--- config.mk ---
export PLATFORM = sky130hd
export DESIGN_NAME = gmii_tx_io
export DESIGN_NICKNAME = d
export VERILOG_FILES = /design/src/rtl/gmii_tx_pkg.sv /design/src/rtl/sync_fifo.sv /design/src/rtl/gmii_tx_io.sv
export SDC_FILE = /design/constraint.sdc
export NUM_CORES = 1
export LEC_CHECK = 0
export CORE_MARGIN = 5
export CORE_UTILIZATION = 45
export CTS_BUF_LIST = sky130_fd_sc_hd__clkbuf_8
export DETAILED_ROUTE_END_ITERATION = 8
export GPL_ROUTABILITY_DRIVEN = 0
export GPL_TIMING_DRIVEN = 1
export PLACE_DENSITY = 0.6
export SYNTH_ARGS = -nofsm -noshare
export SYNTH_HDL_FRONTEND = slang
export SYNTH_SLANG_ARGS = --single-unit
--- constraint.sdc ---
create_clock -name clk -period 5.2 [get_ports clk]
set_input_delay 0.78 -clock clk [delete_from_list [all_inputs] [get_ports clk]]
set_output_delay 0.78 -clock clk [all_outputs]
set_load 0.02 [all_outputs]
--- src/rtl/gmii_tx_pkg.sv ---
// gmii_tx_pkg -- shared definitions for the Z80-attached GMII transmitter.
//
// Holds the transmit FSM state encoding, the I/O port offsets within the
// 4-byte decoded window, the control register bit positions, the framing
// constants, and a helper that packs the status byte.
package gmii_tx_pkg;

  typedef enum logic [2:0] {
    ST_IDLE = 3'd0,
    ST_PRE  = 3'd1,
    ST_SFD  = 3'd2,
    ST_DATA = 3'd3,
    ST_GAP  = 3'd4
  } tx_state_t;

  // Offsets within the decoded window (addr[1:0]).
  localparam logic [1:0] OFS_DATA   = 2'd0;  // write: push byte into FIFO
  localparam logic [1:0] OFS_CTRL   = 2'd1;  // write: bit0 start, bit1 clear
  localparam logic [1:0] OFS_STATUS = 2'd2;  // read : busy/full/overflow/count
  localparam logic [1:0] OFS_FRAMES = 2'd3;  // read : frames-sent counter

  localparam int unsigned CTRL_START_BIT = 0;
  localparam int unsigned CTRL_CLEAR_BIT = 1;

  localparam logic [7:0]  PREAMBLE_BYTE = 8'h55;
  localparam logic [7:0]  SFD_BYTE      = 8'hD5;
  localparam int unsigned PREAMBLE_LEN  = 7;

  // Status byte layout: {busy, full, overflow, count[4:0]}.
  function automatic logic [7:0] pack_status(input logic       busy,
                                             input logic       full,
                                             input logic       overflow,
                                             input logic [4:0] count);
    return {busy, full, overflow, count};
  endfunction

endpackage

--- src/rtl/sync_fifo.sv ---
// sync_fifo -- single-clock show-ahead FIFO holding the bytes of the frame
// being assembled or transmitted.
//
// Ports:
//   clk, reset      rising-edge clock, asynchronous active-high reset
//   clear           synchronous flush (pointers and count to zero)
//   push, din       write request and data; ignored when full unless a pop
//                   frees a slot in the same cycle
//   pop             advance read pointer; ignored when empty
//   dout            head-of-queue byte, valid whenever empty is low
//   count           occupancy, 0..DEPTH
//   full, empty     occupancy flags
//
// DEPTH must be a power of two (>= 2) so the pointers wrap naturally.
module sync_fifo #(
  parameter int unsigned DEPTH = 16,
  parameter int unsigned WIDTH = 8
) (
  input  logic                     clk,
  input  logic                     reset,
  input  logic                     clear,
  input  logic                     push,
  input  logic                     pop,
  input  logic [WIDTH-1:0]         din,
  output logic [WIDTH-1:0]         dout,
  output logic [$clog2(DEPTH):0]   count,
  output logic                     full,
  output logic                     empty
);

  localparam int unsigned AW = $clog2(DEPTH);
  localparam int unsigned CW = AW + 1;

  logic [WIDTH-1:0] mem [DEPTH];
  logic [AW-1:0]    wr_ptr;
  logic [AW-1:0]    rd_ptr;
  logic             do_push;
  logic             do_pop;

  assign full  = (count == CW'(DEPTH));
  assign empty = (count == '0);
  assign dout  = mem[rd_ptr];

  // A simultaneous pop frees the slot, so a push into a full FIFO is only
  // refused when nothing leaves in the same cycle.
  assign do_push = push && (!full || pop);
  assign do_pop  = pop && !empty;

  // NOTE: storage is deliberately left out of reset; only the pointers and
  // count define what is valid, and a resettable array costs a reset tree
  // for every bit with no functional benefit.
  always_ff @(posedge clk) begin
    if (do_push && !clear) begin
      mem[wr_ptr] <= din;
    end
  end

  // NOTE: sequential state is assigned with non-blocking (<=) so every
  // register samples the pre-edge values regardless of statement order.
  always_ff @(posedge clk or posedge reset) begin
    if (reset) begin
      wr_ptr <= '0;
      rd_ptr <= '0;
      count  <= '0;
    end else if (clear) begin
      wr_ptr <= '0;
      rd_ptr <= '0;
      count  <= '0;
    end else begin
      if (do_push) wr_ptr <= wr_ptr + AW'(1);
      if (do_pop)  rd_ptr <= rd_ptr + AW'(1);
      unique case ({do_push, do_pop})
        2'b10:   count <= count + CW'(1);
        2'b01:   count <= count - CW'(1);
        default: count <= count;
      endcase
    end
  end

endmodule

--- src/rtl/gmii_tx_io.sv ---
// gmii_tx_io -- Z80 I/O-mapped GMII frame transmitter.
//
// The CPU pushes frame bytes into a FIFO through the data port and launches
// transmission through the control port. The FSM sends 7 preamble bytes,
// the SFD, then drains the FIFO one byte per clock until it runs dry,
// followed by an IFG-cycle inter-frame gap.
//
// Ports:
//   clk, reset            rising-edge clock, asynchronous active-high reset
//   iorq_n, rd_n, wr_n    Z80 bus strobes (active low)
//   addr, wr_data         I/O address and CPU write data
//   rd_data, doe          CPU read data (0 when doe low) and its enable
//   tx_data, tx_dv, tx_er GMII transmit side; tx_er is tied low
//
// Port map relative to BASE: +0 data, +1 control, +2 status, +3 frames sent.
module gmii_tx_io
  import gmii_tx_pkg::*;
#(
  parameter logic [7:0]  BASE  = 8'h10,
  parameter int unsigned DEPTH = 16,
  parameter int unsigned IFG   = 12
) (
  input  logic       clk,
  input  logic       reset,
  input  logic       iorq_n,
  input  logic       rd_n,
  input  logic       wr_n,
  input  logic [7:0] addr,
  input  logic [7:0] wr_data,
  output logic [7:0] rd_data,
  output logic       doe,
  output logic [7:0] tx_data,
  output logic       tx_dv,
  output logic       tx_er
);

  localparam int unsigned CW = $clog2(DEPTH) + 1;

  // Bus decode
  logic       sel;
  logic [1:0] offset;
  logic       wr_act;
  logic       wr_q;
  logic       wr_edge;
  logic       data_wr;
  logic       ctrl_wr;
  logic       start_req;
  logic       clear_req;

  // FIFO interface
  logic          fifo_pop;
  logic          fifo_full;
  logic          fifo_empty;
  logic [7:0]    fifo_head;
  logic [CW-1:0] fifo_count;

  // Transmit state
  tx_state_t  state;
  logic [7:0] step_cnt;   // preamble / gap cycle counter (IFG <= 256)
  logic       overflow;
  logic [7:0] frames;
  logic [7:0] status;

  assign sel    = (addr[7:2] == BASE[7:2]);
  assign offset = addr[1:0];

  // A Z80 write strobe spans several clocks; act only on its first sampled
  // cycle so a held strobe performs exactly one access.
  assign wr_act  = !iorq_n && !wr_n && sel;
  assign wr_edge = wr_act && !wr_q;
  assign data_wr = wr_edge && (offset == OFS_DATA);
  assign ctrl_wr = wr_edge && (offset == OFS_CTRL);

  // Clear and start are both IDLE-only; clear takes priority when both
  // bits are written together.
  assign clear_req = ctrl_wr && wr_data[CTRL_CLEAR_BIT] && (state == ST_IDLE);
  assign start_req = ctrl_wr && wr_data[CTRL_START_BIT] && !wr_data[CTRL_CLEAR_BIT]
                     && (state == ST_IDLE) && !fifo_empty;

  // The edge that leaves SFD loads the first payload byte; each DATA edge
  // loads the next one while any remain.
  assign fifo_pop = (state == ST_SFD) || ((state == ST_DATA) && !fifo_empty);

  sync_fifo #(
    .DEPTH (DEPTH),
    .WIDTH (8)
  ) u_fifo (
    .clk   (clk),
    .reset (reset),
    .clear (clear_req),
    .push  (data_wr),
    .pop   (fifo_pop),
    .din   (wr_data),
    .dout  (fifo_head),
    .count (fifo_count),
    .full  (fifo_full),
    .empty (fifo_empty)
  );

  always_ff @(posedge clk or posedge reset) begin
    if (reset) begin
      wr_q <= 1'b0;
    end else begin
      wr_q <= wr_act;
    end
  end

  // Sticky overflow: a byte is lost only when full with no pop to make room.
  always_ff @(posedge clk or posedge reset) begin
    if (reset) begin
      overflow <= 1'b0;
    end else if (clear_req) begin
      overflow <= 1'b0;
    end else if (data_wr && fifo_full && !fifo_pop) begin
      overflow <= 1'b1;
    end
  end

  // Transmit FSM. tx_dv/tx_data are registered alongside the state, so the
  // state names the byte currently on the wire.
  always_ff @(posedge clk or posedge reset) begin
    if (reset) begin
      state    <= ST_IDLE;
      step_cnt <= '0;
      tx_dv    <= 1'b0;
      tx_data  <= 8'h00;
      frames   <= 8'h00;
    end else begin
      unique case (state)
        ST_IDLE: begin
          if (start_req) begin
            state    <= ST_PRE;
            step_cnt <= '0;
            tx_dv    <= 1'b1;
            tx_data  <= PREAMBLE_BYTE;
          end
        end
        ST_PRE: begin
          if (step_cnt == 8'(PREAMBLE_LEN - 1)) begin
            state   <= ST_SFD;
            tx_data <= SFD_BYTE;
          end else begin
            step_cnt <= step_cnt + 8'd1;
          end
        end
        ST_SFD: begin
          state   <= ST_DATA;
          tx_data <= fifo_head;
        end
        ST_DATA: begin
          if (!fifo_empty) begin
            tx_data <= fifo_head;
          end else begin
            state    <= ST_GAP;
            step_cnt <= '0;
            tx_dv    <= 1'b0;
            tx_data  <= 8'h00;
            frames   <= frames + 8'd1;
          end
        end
        ST_GAP: begin
          if (step_cnt == 8'(IFG - 1)) begin
            state <= ST_IDLE;
          end else begin
            step_cnt <= step_cnt + 8'd1;
          end
        end
        default: begin
          state   <= ST_IDLE;
          tx_dv   <= 1'b0;
          tx_data <= 8'h00;
        end
      endcase
    end
  end

  assign status = pack_status(state != ST_IDLE, fifo_full, overflow, 5'(fifo_count));

  assign doe   = !iorq_n && !rd_n && sel && offset[1];
  assign tx_er = 1'b0;

  // NOTE: every output of a combinational block gets a default first, so no
  // path leaves it unassigned and no latch is inferred.
  always_comb begin
    rd_data = 8'h00;
    if (doe) begin
      rd_data = (offset == OFS_STATUS) ? status : frames;
    end
  end

endmodule

==> flow_metrics.tcl <==
set metrics [dict create \
    cts_resized 0 \
    synthesis.area_mm2 0.007537 \
    worstMarginPinSlew_ns 1.113 \
    worst_hold_startpoint "frames[7]$_DFFE_PP0P_" \
    post-place-cells 721 \
    crit_arrival_ns 2.94 \
    cts_max_path_buffers 2 \
    cp_data_required_time_ns 4.42 \
    setup_viol 0 \
    holdPathStages 1 \
    internal-power_mw 2.011 \
    postSynth.asyncResetShare 0.2515 \
    post_synth_inst_count 480 \
    cts-htree-levels 4 \
    worstPathCellList "clkdlybuf4s50_1 -> nor4b_2 -> nand4b_1 -> a211oi_1 -> clkdlybuf4s50_1" \
    flow.area_growth_from_synthesis_pct 13.03 \
    maxCapViolCount 0 \
    critPathLaunchType "input port" \
    fin_hold_ws_ns 0.4960 \
    seq_cells_post_synth 171 \
    tritoncts_clock_tree "done" \
    design.final.nets 551 \
    floorplan.io_pins 40 \
    start_util 0.4561 \
    yosys_most_used_dff "sky130_fd_sc_hd__edfxtp_1" \
    std_cell_rows 47 \
    cts.clk_slew.worst_paths_ns 0.09 \
    r2r_cells 10 \
    slew_violations 0 \
    synth.avg_cell_area_um2 15.70 \
    fin_crit_ns 3.725 \
    status "finished clean" \
    netSwitchingFraction 0.2628 \
    yosysMostFrequentCell "sky130_fd_sc_hd__edfxtp_1" \
    worst_setup_path_startpoint "addr[7]" \
    worstSkewPairLatency_ns 0.46 \
    final_util 0.5156 \
    setup-tns-final_ns 0 \
    global_route.overflow_total 0 \
    r2r_start "u_fifo.count[1]$_DFFE_PP0P_" \
    final_cells 753 \
    global_route.usage.total 0.1621 \
    numPortBuffers 38 \
    drcViolationCount 0 \
    full_die_area_mm2 0.01944 \
    drive_gt1_frac 0.1538 \
    yosys-top-cells-count "sky130_fd_sc_hd__edfxtp_1 (128), sky130_fd_sc_hd__dfrtp_1 (43), sky130_fd_sc_hd__nand2_1 (32), sky130_fd_sc_hd__nor2_1 (32), sky130_fd_sc_hd__mux4_2 (30)" \
    drt.antenna.violating_nets 0 \
    num_antenna_cells 0 \
    min_to "frames[7]$_DFFE_PP0P_" \
    final_area_mm2 0.008519 \
    max_clock_freq_mhz 268.5 \
    die-height_um 139.4 \
    synth.yosys.warnings 0 \
    pin_count_of_the_biggest_net_entering_global_routing 44 \
    period_share 0.7163 \
    fillCellCount 1384 \
    dieWidth_um 139.4 \
    power_switching_mw 0.7168 \
    seq_power_share 0.572 \
    dp_hpwl_mm 10.09 \
    numCtsBuffers 17 \
    grt_pass1_wl_mm 24.08 \
    cts.sink_count 171 \
    cell_leakage_power_nw 3.009 \
    critical-path-max-stage-delay_ns 0.64 \
    dpl_cell_area_mm2 0.008134 \
    number_of_hold_repair_buffers_added_at_the_cts_stage 0 \
    path_buf_inv 2 \
    core-area_mm2 0.01652 \
    yosysTopAreaCell "sky130_fd_sc_hd__edfxtp_1" \
    drt_first_iter_violations 255 \
    timing_hold_violations_final 0 \
    rsz0062_at_grt "no" \
    cts-root-buf "sky130_fd_sc_hd__clkbuf_8" \
    r2r_endpoint "u_fifo.count[4]$_DFFE_PP0P_" \
    routedWlPerCell_um 19.93 \
    path_class "input port to primary output" \
    relSlewSlack 0.2520 \
    firstDrtPassIters 4 \
    crit_path_frequent_cell "sky130_fd_sc_hd__clkdlybuf4s50_1" \
    number_of_synthesized_flops_with_an_enable_pin 128 \
    cp_slowest_cell "sky130_fd_sc_hd__clkdlybuf4s50_1" \
    synthDominantCellAreaShare 0.5100 \
    comb_power_share 0.089 \
    clock-skew-final_ns 0.01232 \
    synthesis.nets 511 \
    hold_path_class "flip-flop to flip-flop" \
    synth.top_cells.by_area "sky130_fd_sc_hd__edfxtp_1 (51%), sky130_fd_sc_hd__dfrtp_1 (14%), sky130_fd_sc_hd__mux4_2 (9.0%), sky130_fd_sc_hd__mux4_1 (3.5%), sky130_fd_sc_hd__ha_1 (1.7%)" \
    viasPerCell 5.571 \
    share_clk_of_total_power 0.340 \
    cp-end-kind "primary output" \
    grt_antenna_before_repair 0 \
    cpLargestDelayFamily "buffers and inverters" \
    reg2reg_setup_slack_ns 2.04 \
    first_global_vias 4240 \
    post_cts.repair.setup_buffers 0 \
    ir_drop_mv 0.1656 \
    seq_area_frac_synth 0.6527 \
    wl_mm 15.01 \
    synth.lib_cells_used.distinct 55 \
    crit_path_max_fanout 9 \
    power_density_mw_per_mm2 320.2 \
    route.vias.total 4195 \
]
## flip-flops by register name (all words and copies together) (netlist names)
name / cells
u_fifo.mem: 128
frames: 8
step_cnt: 8
tx_data: 8
u_fifo.count: 5
u_fifo.rd_ptr: 4
u_fifo.wr_ptr: 4
state: 3
overflow: 1
tx_dv: 1
wr_q: 1
## stage by stage
stage | total power, mW | worst slack (ns)
2_1_floorplan | 1.750 | 2.234
3_3_place_gp | 1.825 | 1.513
3_5_place_dp | 1.833 | 1.455
4_1_cts | 2.752 | 1.449
5_1_grt | 2.856 | 1.285
6_report | 2.728 | 1.475
## kinds of logic after synthesis
kind of cell | after synthesis | synth area share
adder cells (fa/ha/maj) | 10 | 0.01660
other | 1 | 0.0004975
AO/OA/AOI/OAI | 60 | 0.05794
AND/OR/NAND/NOR | 141 | 0.09844
flip-flops | 171 | 0.6527
buffers and inverters | 35 | 0.02241
XOR/XNOR | 16 | 0.01859
multiplexers | 46 | 0.1328
## metal layers
layer,share of wire,GRT usage
met1,0.46,0.2213
met2,0.50,0.2613
met3,0.037,0.04288
met4,0.0067,0.04171
met5,0,0
## worst max-delay path by stage
| stage | to | slack (ns) | depth (start not counted) |
|---|---|---|---|
| CTS | rd_data[7] | 1.45 | 5 |
| global placement | rd_data[7] | 1.51 | 5 |
| finish | rd_data[7] | 1.48 | 5 |
| floorplan | u_fifo.count[4]$_DFFE_PP0P_ | 2.23 | 11 |
| detailed placement | rd_data[7] | 1.45 | 5 |
| global route | rd_data[7] | 1.29 | 5 |
## power groups by stage
| stage | Clock (mW) | Sequential (mW) | Combinational, mW |
|---|---|---|---|
| 6_report | 0.926 | 1.56 | 0.242 |
| 3_3_place_gp | 0 | 1.59 | 0.237 |
| 5_1_grt | 1.02 | 1.57 | 0.269 |
| 2_1_floorplan | 0 | 1.55 | 0.197 |
| 4_1_cts | 0.949 | 1.56 | 0.245 |
| 3_5_place_dp | 0 | 1.59 | 0.245 |
## final cells by class
type / instances / area, µm² / share of cell area
inverter: 12 / 45.04 / 0.005287
clock buffer: 17 / 234.0 / 0.02746
tap: 220 / 275.3 / 0.03231
sequential: 171 / 4921 / 0.5776
multi-input combinational: 274 / 2467 / 0.2896
timing repair buffer: 44 / 425.4 / 0.04993
clock inverter: 15 / 151.4 / 0.01777
## cells in the final DEF, fill, tap and decap left out, types with 11 or more instances in the layout
cell type	synthesis	routed
sky130_fd_sc_hd__a21oi_1	14	14
sky130_fd_sc_hd__and2_1	11	11
sky130_fd_sc_hd__clkbuf_8	0	17
sky130_fd_sc_hd__clkdlybuf4s50_1	0	38
sky130_fd_sc_hd__dfrtp_1	43	42
sky130_fd_sc_hd__edfxtp_1	128	128
sky130_fd_sc_hd__inv_1	12	12
sky130_fd_sc_hd__mux4_2	30	30
sky130_fd_sc_hd__nand2_1	32	32
sky130_fd_sc_hd__nand3_1	21	21
sky130_fd_sc_hd__nor2_1	32	32
No activity file was read; power rests on OpenSTA's default activity.
==> RTL change 1, RTL diff (config.mk and constraints unchanged) <==
Re-encode `tx_state_t` (5 states) as Gray code, 3 bits wide.
--- a/src/rtl/gmii_tx_pkg.sv
+++ b/src/rtl/gmii_tx_pkg.sv
@@ -6,11 +6,11 @@
 package gmii_tx_pkg;
 
   typedef enum logic [2:0] {
-    ST_IDLE = 3'd0,
-    ST_PRE  = 3'd1,
-    ST_SFD  = 3'd2,
-    ST_DATA = 3'd3,
-    ST_GAP  = 3'd4
+    ST_IDLE = 3'b000,
+    ST_PRE  = 3'b001,
+    ST_SFD  = 3'b011,
+    ST_DATA = 3'b010,
+    ST_GAP  = 3'b110
   } tx_state_t;
 
   // Offsets within the decoded window (addr[1:0]).
Function: no difference found for any inputs over 10 cycles, from zero or initial values and one cycle with reset high; not proved beyond that.
==> RTL change 1 against the unedited design <==
Total power shrank 5.7%; via count increased by 0.21%; die area decreased by 1.3%; wire length rose by 1.1%; critical endpoint unchanged; area after synthesis down 1.4%; critical path type unchanged; sequential share of layout area up 0.53 points; clock power fell by 2.9%; setup slack better by 0.0070 ns; final area shrank 0.91%; global-route usage up 0.27 points; sequential cell count unchanged; clock skew hardly changed; synthesized cell count fell by 1.3%.
==> RTL change 1: results (changes against the unedited design) <==
* Global-route wire length before repair at 24.3 mm (was 24.1 mm)
* Detailed-route wire length at 15.2 mm (was 15.0 mm)
* Hold buffers post-CTS at 0 (unchanged)
* Hold slack at 0.479 ns (was 0.496 ns)
* Fillers at 1,388 (was 1,384)
* Ys Warns at 0 (unchanged)
* Vias in the first global route at 4,294 (was 4,240)
* Post-synth top cells: 128 x edfxtp_1, 43 x dfrtp_1, 40 x mux4_2 (was 128 x edfxtp_1, 43 x dfrtp_1, 32 x nand2_1, 32 x nor2_1, 30 x mux4_2)
* Hold_sp: step_cnt[7]$_DFFE_PP0P_ (was frames[7]$_DFFE_PP0P_)
* Mapped Nets at 505 (was 511)
* Pre-CTS WS at 1.45 ns (about the same)
* Hold Path Sink: step_cnt[7]$_DFFE_PP0P_ (was frames[7]$_DFFE_PP0P_)
* Fraction of registers with async set/reset at 0.251 (unchanged)
* Slew HR at 0.187 (was 0.252)
* Drt first pass iters at 4 (unchanged)
* Worst Skew at 0.0119 ns (was 0.0123 ns)
* Register-to-Register Path Depth at 9 (was 10)
* Placed Instance Area at 8060 um^2 (was 8130 um^2)
* Initial antenna violation count at 0 (unchanged)
* R2r setup slk at 2.40 ns (was 2.04 ns)
* DR vias at 4,204 (was 4,195)
* Leak pwr at 2.94 nW (was 3.01 nW)
* Post-Place Cells at 720 (was 721)
* Worst-path clk slew at approximately 0.1 ns
* Clk_lat worst skew at 0.46 ns (about the same)
* CTS buffer count at 17 (unchanged)
* Post-Layout Cell Count at 752 (was 753)
* CP Max Fanout at 9 (unchanged)
* Fmax at 269 MHz (was 268 MHz)
* H-tree depth at 4 (unchanged)
* Sequential fraction of the synthesis area at 0.662 (was 0.653)
* CTS resizes at 0 (unchanged)
* CP startpoint: addr[7] (unchanged)
* Worst reg2reg path startpoint: u_fifo.count[0]$_DFFE_PP0P_ (was u_fifo.count[1]$_DFFE_PP0P_)
* Largest cells by area after synthesis: edfxtp_1 52%, dfrtp_1 14%, mux4_2 12%, ha_1 1.7%, nand2_1 1.6% (was edfxtp_1 51%, dfrtp_1 14%, mux4_2 9.0%, mux4_1 3.5%, ha_1 1.7%)
* Reg2reg end: u_fifo.count[4]$_DFFE_PP0P_ (unchanged)
* Nets at 550 (was 551)
* Ratio of cells with drive above 1 in the final layout at 0.177 (was 0.154)
* Outcome: finished clean (unchanged)
* Total Routing Usage GR at 0.165 (was 0.162)
* Worst vdd ir at 0.174 mV (was 0.166 mV)
* DR iter-0 viols at 271 (was 255)
* Detailed placement HPWL at 10.3 mm (was 10.1 mm)
* Pint at 1.92 mW (was 2.01 mW)
* Cell variety after synth at 59 (was 55)
* Avg Synthesized Cell Area at 15.7 um^2 (about the same)
==> RTL change 1: cell types whose count changed after synthesis, moves of 4 or more <==
cell | unedited run | this run
a211o_1 | 0 | 5
a21oi_1 | 14 | 18
a221o_1 | 6 | 0
a22o_1 | 5 | 1
a31oi_1 | 2 | 7
clkbuf_1 | 12 | 7
inv_1 | 12 | 18
mux4_1 | 10 | 0
mux4_2 | 30 | 40
nand3_1 | 21 | 12
nor2_1 | 32 | 22
o21a_1 | 1 | 6
==> RTL change 1: logic make-up after synthesis <==
kind of cell,Yosys count,synth area share
flip-flops,171,0.662
AND/OR/NAND/NOR,125,0.0888
AO/OA/AOI/OAI,72,0.0652
multiplexers,45,0.128
buffers and inverters,37,0.0227
XOR/XNOR,13,0.0153
adder cells (fa/ha/maj),10,0.0168
other,1,0.000505
==> RTL change 1: power by group through the flow <==
stage          sequential (mW)  combinational (mW)  clock [mW]
3_3_place_gp              1.56               0.142           0
6_report                  1.53               0.145       0.899
2_1_floorplan             1.55              0.0810           0
4_1_cts                   1.53               0.147       0.924
3_5_place_dp              1.56               0.147           0
5_1_grt                   1.53               0.160       0.982
==> RTL change 1: cell type report <==
cell class	instances	area [um^2]	share of cell area
flip-flops and latches	171	4920	0.583
multi-input cells	266	2360	0.280
repair buffers	45	433	0.0513
well taps	220	275	0.0326
clock buffers	17	234	0.0277
clock inverters	15	151	0.0179
inverters	18	67.6	0.00800
==> RTL change 1: worst max-delay path, cell delays in order <==
cell and delay, ns:
clkdlybuf4s50_1 0.41, nor4b_1 0.41, nand4b_1 0.39, a211oi_1 0.29, clkdlybuf4s50_1 0.65
==> RTL change 1: metal layers <==
layer  track usage  wire (um)
met5             0          0
met1         0.224       6890
met4        0.0577        225
met3        0.0407        576
met2         0.262       7470
==> RTL change 2, RTL diff (same flow settings) <==
Made on the original files. `DEPTH` is set to 16 in 2 places; all go to 32.
--- a/src/rtl/sync_fifo.sv
+++ b/src/rtl/sync_fifo.sv
@@ -13,7 +13,7 @@
 //
 // DEPTH must be a power of two (>= 2) so the pointers wrap naturally.
 module sync_fifo #(
-  parameter int unsigned DEPTH = 16,
+  parameter int unsigned DEPTH = 32,
   parameter int unsigned WIDTH = 8
 ) (
   input  logic                     clk,
--- a/src/rtl/gmii_tx_io.sv
+++ b/src/rtl/gmii_tx_io.sv
@@ -17,7 +17,7 @@
   import gmii_tx_pkg::*;
 #(
   parameter logic [7:0]  BASE  = 8'h10,
-  parameter int unsigned DEPTH = 16,
+  parameter int unsigned DEPTH = 32,
   parameter int unsigned IFG   = 12
 ) (
   input  logic       clk,
Check against the original RTL: no difference found for any inputs over 10 cycles, from zero or initial values and one cycle with reset high; that may be too few to reach the edited logic, so the function may still have changed.
==> RTL change 2 against the unedited design <==
Sequential share of layout area up 4.0 points; wire length up 87%; setup slack worse by 0.022 ns; sequential cell count up 131; area after synthesis up 68%; combinational power up 5%; total power up 79%; final area up 68%; largest power group unchanged.
==> RTL change 2: results (changes against the unedited design) <==
* Detailed placement HPWL at 18.0 mm (was 10.1 mm)
* Sequential fraction of the synthesis area at 0.699 (was 0.653)
* Met3 wire length at 1.71 mm (was 551 um)
* Pre-CTS WS at 1.12 ns (was 1.45 ns)
* Drt first pass iters at 5 (was 4)
* R2r setup slk at 1.82 ns (was 2.04 ns)
* Worst vdd ir at 0.256 mV (was 0.166 mV)
* Largest cells by area after synthesis: edfxtp_1 61%, mux4_2 14%, dfrtp_1 9.1%, nor2_1 2.0%, ha_1 1.1% (was edfxtp_1 51%, dfrtp_1 14%, mux4_2 9.0%, mux4_1 3.5%, ha_1 1.7%)
* Worst reg2reg path startpoint: state[2]$_DFFE_PP0P_ (was u_fifo.count[1]$_DFFE_PP0P_)
* Largest register FFs at 256 (was 128)
* Met3 layer usage reported by global route at 0.0366 (was 0.0429)
* Post-synth top cells: 256 x edfxtp_1, 80 x mux4_2, 68 x nor2_1 (was 128 x edfxtp_1, 43 x dfrtp_1, 32 x nand2_1, 32 x nor2_1, 30 x mux4_2)
* WL met2 at 13.0 mm (was 7.44 mm)
* DR iter-0 viols at 659 (was 255)
* Ratio of cells with drive above 1 in the final layout at 0.214 (was 0.154)
* Post-synth EDFFs at 256 (was 128)
* Vias in the first global route at 7,005 (was 4,240)
* Worst hold stages at 2 (was 1)
* Global-route wire length before repair at 43.1 mm (was 24.1 mm)
* Largest net degree at the start of global routing at 47 (was 44)
* Wirelength per Cell at 23.4 um (was 19.9 um)
* Mapped Nets at 749 (was 511)
* Total Routing Usage GR at 0.182 (was 0.162)
* Clk_lat worst skew at 0.57 ns (was 0.46 ns)
* Slew HR at 0.138 (was 0.252)
* Clk buf depth at 3 (was 2)
* Fillers at 2,280 (was 1,384)
* Hold Path Sink: tx_data[6]$_DFFE_PP0P_ (was frames[7]$_DFFE_PP0P_)
* Worst Skew at 0.0300 ns (was 0.0123 ns)
* Nets at 814 (was 551)
* H-tree depth at 2 (was 4)
* GR Layer Usage met2 at 0.280 (was 0.261)
* Critical Path AT at 2.97 ns (was 2.94 ns)
* Fraction of registers with async set/reset at 0.152 (was 0.251)
* Leak pwr at 4.88 nW (was 3.01 nW)
* DR vias at 6,822 (was 4,195)
* Outcome: finished clean (unchanged)
* DRT met1 WL at 12.6 mm (was 6.91 mm)
* Initial antenna violation count at 1 (was 0)
* Register-to-Register Path Depth at 4 (was 10)
* Reg2reg end: u_fifo.mem[0][1]$_DFFE_PP_ (was u_fifo.count[4]$_DFFE_PP0P_)
* Cell variety after synth at 59 (was 55)
* Worst-path clk slew at 0.06 ns (was 0.09 ns)
RTL change 2: worst max-delay path by stage:
stage,from,end,slack [ns],cells past startpoint
after floorplan,addr[5],u_fifo.count[5]$_DFFE_PP0P_,2.19,9
after global routing,addr[5],rd_data[1],1.24,5
after detailed placement,addr[5],u_fifo.mem[0][1]$_DFFE_PP_,1.12,6
final,addr[5],rd_data[7],1.45,5
after global placement,addr[5],u_fifo.mem[1][1]$_DFFE_PP_,1.29,6
after CTS,addr[5],rd_data[7],1.44,5
RTL change 2: where the power goes:
part | switching (mW) | internal (mW)
sequential | 0.0653 | 2.66
combinational | 0.143 | 0.111
clock | 0.938 | 0.977
RTL change 2: cells by family after synthesis:
family	count (synthesis)	share of synthesized area
adder cells (fa/ha/maj)	11	0.0109
flip-flops	302	0.699
AND/OR/NAND/NOR	195	0.0793
multiplexers	85	0.147
other	1	0.000297
buffers and inverters	44	0.0169
XOR/XNOR	24	0.0166
AO/OA/AOI/OAI	55	0.0305
RTL change 2: final cells by class:
type	count	area, um^2	share of cell area
clock buffer	51	702	0.0490
clock inverter	39	220	0.0154
inverter	9	33.8	0.00236
multi-input combinational	371	3590	0.251
sequential	302	8840	0.617
tap	378	473	0.0330
timing repair buffer	49	463	0.0323
RTL change 2: through the flow:
| step | power (mW) | area, um^2 | std cells | hold WS (ns) |
|---|---|---|---|---|
| after floorplan | 2.92 | 12600 | 717 | 0.446 |
| after global placement | 3.02 | 13400 | 1109 | 0.474 |
| after detailed placement | 3.03 | 13400 | 1109 | 0.488 |
| after CTS | 4.95 | 14300 | 1199 | 0.501 |
| after global routing | 5.10 | 14300 | 1199 | 0.525 |
| final | 4.89 | 14300 | 1199 | 0.505 |
